--- config.mk ---
export PLATFORM = sky130hd
export DESIGN_NAME = four_bit_demux_dist
export DESIGN_NICKNAME = d
export VERILOG_FILES = /design/src/rtl/four_bit_demux_dist.sv
export SDC_FILE = /design/constraint.sdc
export NUM_CORES = 1
export LEC_CHECK = 0
export ABC_CLOCK_PERIOD_IN_PS = 3300
export BUFFER_PORTS_ARGS = -buffer_cell sky130_fd_sc_hd__buf_2
export CORE_MARGIN = 2
export CORE_UTILIZATION = 45
export DETAILED_ROUTE_END_ITERATION = 6
export PLACE_DENSITY_LB_ADDON = 0.05
export SYNTH_ARGS = -nofsm -noshare
export SYNTH_HDL_FRONTEND = slang
export SYNTH_SLANG_ARGS = --single-unit
--- constraint.sdc ---
create_clock -name clk -period 3.3 [get_ports clk]
set_input_delay 0.165 -clock clk [delete_from_list [all_inputs] [get_ports clk]]
set_output_delay 0.165 -clock clk [all_outputs]
set_load 0.02 [all_outputs]
--- src/rtl/four_bit_demux_dist.sv ---
// four_bit_demux_dist
//   Registered 1-to-4 distributor. One beat per cycle comes in on a
//   valid/ready input and is steered to one of four output channels (a..d).
//   Each channel has a one-entry holding register with its own valid/ready
//   handshake. The destination is either the explicit `sel` (mode=0) or an
//   internal round-robin pointer (mode=1), so a gathered stream can be fanned
//   back out to four sinks.
//
// Ports
//   clk        rising-edge clock
//   rst_n      asynchronous active-low reset
//   mode       0 = explicit select, 1 = round-robin
//   sel        destination channel in mode 0 (0=a, 1=b, 2=c, 3=d)
//   in_valid   input beat present
//   in_data    input beat
//   in_ready   destination channel can take a beat this cycle (combinational)
//   out_valid  per-channel valid, bit0=a .. bit3=d
//   out_ready  per-channel sink ready, bit0=a .. bit3=d
//   a, b, c, d channel holding registers
//   rr_ptr     current round-robin pointer
//   beat_cnt   accepted-beat counter, wraps modulo 256
module four_bit_demux_dist #(
  parameter int WIDTH = 4
) (
  input  logic             clk,
  input  logic             rst_n,
  input  logic             mode,
  input  logic [1:0]       sel,
  input  logic             in_valid,
  input  logic [WIDTH-1:0] in_data,
  output logic             in_ready,
  output logic [3:0]       out_valid,
  input  logic [3:0]       out_ready,
  output logic [WIDTH-1:0] a,
  output logic [WIDTH-1:0] b,
  output logic [WIDTH-1:0] c,
  output logic [WIDTH-1:0] d,
  output logic [1:0]       rr_ptr,
  output logic [7:0]       beat_cnt
);

  // Channel indices, named for readability of the steering logic.
  localparam logic [1:0] CH_A = 2'd0;
  localparam logic [1:0] CH_B = 2'd1;
  localparam logic [1:0] CH_C = 2'd2;
  localparam logic [1:0] CH_D = 2'd3;

  // Registered state
  logic [WIDTH-1:0] data_a_q, data_b_q, data_c_q, data_d_q;
  logic [WIDTH-1:0] data_a_d, data_b_d, data_c_d, data_d_d;
  logic [3:0]       valid_q, valid_d;
  logic [1:0]       rr_q, rr_d;
  logic [7:0]       cnt_q, cnt_d;

  // Combinational control
  logic [1:0] dst_s;
  logic [3:0] can_load_s;
  logic [3:0] drain_s;
  logic [3:0] load_s;
  logic       ready_s;
  logic       accept_s;

  // Destination selection and per-channel load/drain conditions.
  always_comb begin
    dst_s      = 2'd0;
    can_load_s = 4'b0000;
    drain_s    = 4'b0000;
    ready_s    = 1'b0;
    accept_s   = 1'b0;

    if (mode) begin
      dst_s = rr_q;
    end else begin
      dst_s = sel;
    end

    // A channel can take a beat when empty, or when its current beat leaves
    // on this same edge (full + ready), which gives back-to-back throughput.
    can_load_s = ~valid_q | out_ready;
    drain_s    = valid_q & out_ready;

    // in_ready reflects only the chosen destination: a stalled destination
    // stalls the input, it never redirects to another channel.
    case (dst_s)
      CH_A:    ready_s = can_load_s[0];
      CH_B:    ready_s = can_load_s[1];
      CH_C:    ready_s = can_load_s[2];
      CH_D:    ready_s = can_load_s[3];
      default: ready_s = 1'b0;
    endcase

    accept_s = in_valid & ready_s;
  end

  // One-hot load strobe for the destination channel on accept.
  always_comb begin
    load_s = 4'b0000;
    if (accept_s) begin
      case (dst_s)
        CH_A:    load_s = 4'b0001;
        CH_B:    load_s = 4'b0010;
        CH_C:    load_s = 4'b0100;
        CH_D:    load_s = 4'b1000;
        default: load_s = 4'b0000;
      endcase
    end else begin
      load_s = 4'b0000;
    end
  end

  // Next-state for holding registers: data is only overwritten by a load and
  // is deliberately left untouched on drain.
  always_comb begin
    data_a_d = data_a_q;
    data_b_d = data_b_q;
    data_c_d = data_c_q;
    data_d_d = data_d_q;

    if (load_s[0]) begin
      data_a_d = in_data;
    end else begin
      data_a_d = data_a_q;
    end

    if (load_s[1]) begin
      data_b_d = in_data;
    end else begin
      data_b_d = data_b_q;
    end

    if (load_s[2]) begin
      data_c_d = in_data;
    end else begin
      data_c_d = data_c_q;
    end

    if (load_s[3]) begin
      data_d_d = in_data;
    end else begin
      data_d_d = data_d_q;
    end
  end

  // Next-state for valids, round-robin pointer and beat counter.
  always_comb begin
    valid_d = valid_q;
    rr_d    = rr_q;
    cnt_d   = cnt_q;

    // A load wins over a drain on the same channel so the valid stays high.
    valid_d = (valid_q & ~drain_s) | load_s;

    if (accept_s) begin
      cnt_d = cnt_q + 8'd1;
      if (mode) begin
        rr_d = rr_q + 2'd1;
      end else begin
        rr_d = rr_q;
      end
    end else begin
      cnt_d = cnt_q;
      rr_d  = rr_q;
    end
  end

  // State registers with asynchronous clear of all channel contents.
  always_ff @(posedge clk or negedge rst_n) begin
    if (!rst_n) begin
      data_a_q <= '0;
      data_b_q <= '0;
      data_c_q <= '0;
      data_d_q <= '0;
      valid_q  <= 4'b0000;
      rr_q     <= 2'd0;
      cnt_q    <= 8'd0;
    end else begin
      data_a_q <= data_a_d;
      data_b_q <= data_b_d;
      data_c_q <= data_c_d;
      data_d_q <= data_d_d;
      valid_q  <= valid_d;
      rr_q     <= rr_d;
      cnt_q    <= cnt_d;
    end
  end

  // Output mapping
  assign in_ready  = ready_s;
  assign out_valid = valid_q;
  assign a         = data_a_q;
  assign b         = data_b_q;
  assign c         = data_c_q;
  assign d         = data_d_q;
  assign rr_ptr    = rr_q;
  assign beat_cnt  = cnt_q;

endmodule
==> metrics <==
Netlist Area Pre-Place=roughly 1300 sq um; Fin. Hold Viols=0; Leakage=0.836 nW; Crit path required time=3.13 ns; die footprint=approximately 3300 sq um; die outline width=~58 um; Critical R2R Launch=rr_ptr[0]; headroom to the max-slew limit=0.563; Main synth FF type=dfrtp_1; Cell Pwr Density=approximately 1000 nW/um^2; cells after synthesis=95; Top-Level Pins=between 40 and 50; DRT iter0 DRCs=10; Max Slew Vio Count=0; Synth top area share=0.576; CP endpoint kind=primary output; DR WL/cell=~15 um; Max Clock Skew=0.00871 ns; Vert. Die Dim=57.8 um; Final setup viols=0; status=completed; final period utilization=0.609; fin crit period=slightly above 2 ns; Clock Sinks=30; FMAX=0.497 GHz; synth top area cells=dfrtp_1, mux2_2, xor2_1; VDD IR max=0.000620 V; sequential fraction of the synthesis area=0.576; PortBufs=44; Syn-to-layout area delta=26.0%; synth warn=0; Yosys cell types=24; Detail Route Antenna Nets=0; routed via count=about 910; wire length of the first global-routing pass=~4300 um; core area=approximately 2800 sq um; Cell Rows=19; Critical Path Start=rr_ptr[0]; drc violations=0; Clock Tree Buf Depth=2; CP startpoint kind=flip-flop; Syn Area/Cell=approximately 14 sq um; Hold WS=roughly 0.11 ns; Power, Total=approximately 1.6 mW; largest net degree at the start of global routing=31; CTS tree=yes; initial core utilization=0.472; Worst Tran Pin Value=between 0.6 and 0.7 ns; synthesized flop and latch total=30; Max Cap Viol=0; Root Buffer=clkbuf_4; Nets=between 150 and 200; Setup TNS=0 ns; Critical Path AT=between 1.5 and 2 ns; Worst Hold Launch=in_data[3]; detailed placer's ending HPWL=1930 um; WS Path Type=flip-flop to primary output; Pre-antenna DRT Iters=4; Mapped Nets=110; clk slew on worst S/H paths=0.10 ns; clk_lat worst skew=around 0.33 ns; RSZ-0062 raised after global routing=false; post-layout util=0.595; ant diodes=0; vias in the first global route=approximately 920; final WL=2610 um; Num CTS Buffers=5; global route overflow=0; Vias/cell=5.16; GRT Util Overall=0.180; initial antenna violation count=0; EDFF count, synth=0; Min-Delay Path Class=primary input to flip-flop; htree depth=2; share of cells above drive strength 1=0.507; post-synthesis async set-or-reset flop share=1.00; Critical Path Fanout Max=8; GPL Wtd Cong=around 0.77; cell taking the most area after synthesis=dfrtp_1
==> layer usage <==
metal	share of wire	up-vias	global-route usage	routed length, um
li1	-	430	-	-
met4	0.021	0	0.0997	56
met2	0.47	33	0.281	1230
met3	0.069	7	0.0558	179
met1	0.44	444	0.225	1150
met5	0	-	0	0
==> worst max-delay path, cell delays in order, from the launching register on <==
cell and delay (ns):
dfrtp_1 0.42, mux2i_1 0.37, mux4_2 0.48, inv_1 0.08, buf_2 0.16
==> state kept, by name (all words and copies together) (netlist names) <==
name,cells
beat_cnt,8
a,4
b,4
c,4
d,4
out_valid,4
rr_ptr,2
==> final timing paths <==
kind	end	slack (ns)	cells after the start
max	in_ready	1.29	4
min in group asynchronous	rr_ptr[0]	0.39	2
min reg2reg	beat_cnt[7]	0.48	1
max in group asynchronous	b[1]	2.48	2
max reg2reg	beat_cnt[5]	1.41	4
min	a[3]	0.11	2
==> layout by cell type (no fill, tap or decap) <==
| cell type | instances |
|---|---|
| a31oi_1 | 1 |
| and2b_1 | 1 |
| buf_2 | 44 |
| bufinv_16 | 1 |
| clkbuf_4 | 5 |
| clkinv_2 | 2 |
| dfrtp_1 | 30 |
| dlygate4sd3_1 | 1 |
| ha_1 | 1 |
| inv_1 | 1 |
| mux2_2 | 17 |
| mux2_4 | 1 |
| mux2i_1 | 3 |
| mux4_2 | 1 |
| nand2_1 | 5 |
| nand2b_1 | 4 |
| nand2b_4 | 1 |
| nand3_1 | 3 |
| nand4_1 | 2 |
| nand4b_1 | 1 |
| nor2_1 | 4 |
| nor2b_1 | 3 |
| nor3_1 | 2 |
| nor3b_1 | 1 |
| nor4b_2 | 2 |
| or4b_1 | 1 |
| xnor2_1 | 1 |
| xor2_1 | 7 |
==> repair_timing <==
action / 4_1_cts / 5_1_grt
hold endpoints to repair: 30 / 0
hold buffers: 1 / 0
gates resized for setup: 0 / 0
setup buffers: 0 / 0
==> per-stage QoR <==
stage / cells / setup slack (ns) / instance area, sq um
2_1_floorplan: 95 / 1.44 / 1300
3_3_place_gp: 168 / 1.50 / 1550
3_5_place_dp: 168 / 1.45 / 1550
4_1_cts: 177 / 1.27 / 1640
5_1_grt: 177 / 1.19 / 1640
6_report: 177 / 1.29 / 1640
==> power by group <==
group	internal [mW]	switching [mW]	leakage (nW)
Clock	0.157	0.126	0.0450
Combinational	0.279	0.395	0.426
Sequential	0.529	0.108	0.365
==> cell type report <==
| class | count | area [sq um] |
|---|---|---|
| clock buffer | 5 | 37.5 |
| inverter | 1 | 3.75 |
| clock inverter | 3 | 40.0 |
| fill | 238 | 1120 |
| timing repair buffer | 45 | 230 |
| tap | 31 | 38.8 |
| sequential | 30 | 751 |
| multi-input combinational | 62 | 541 |
==> logic make-up (layout without fill, tap and decap cells) <==
family	Yosys count	count (layout)	synth area share
compound gates	1	1	0.00481
xor+xnor	8	8	0.0538
fa+ha+maj	1	1	0.00960
buf+inv	3	54	0.00864
flops	30	30	0.576
mux	22	22	0.199
simple gates	30	30	0.148
==> cell usage after synthesis (2+ instances only) <==
cell / instances
dfrtp_1: 30
mux2_2: 17
xor2_1: 7
nand2_1: 5
nand2b_1: 4
nor2_1: 4
mux2i_1: 3
nand3_1: 3
nor2b_1: 3
clkbuf_1: 2
nand4_1: 2
nor3_1: 2
nor4b_2: 2
No activity file was read; power rests on OpenSTA's default activity.
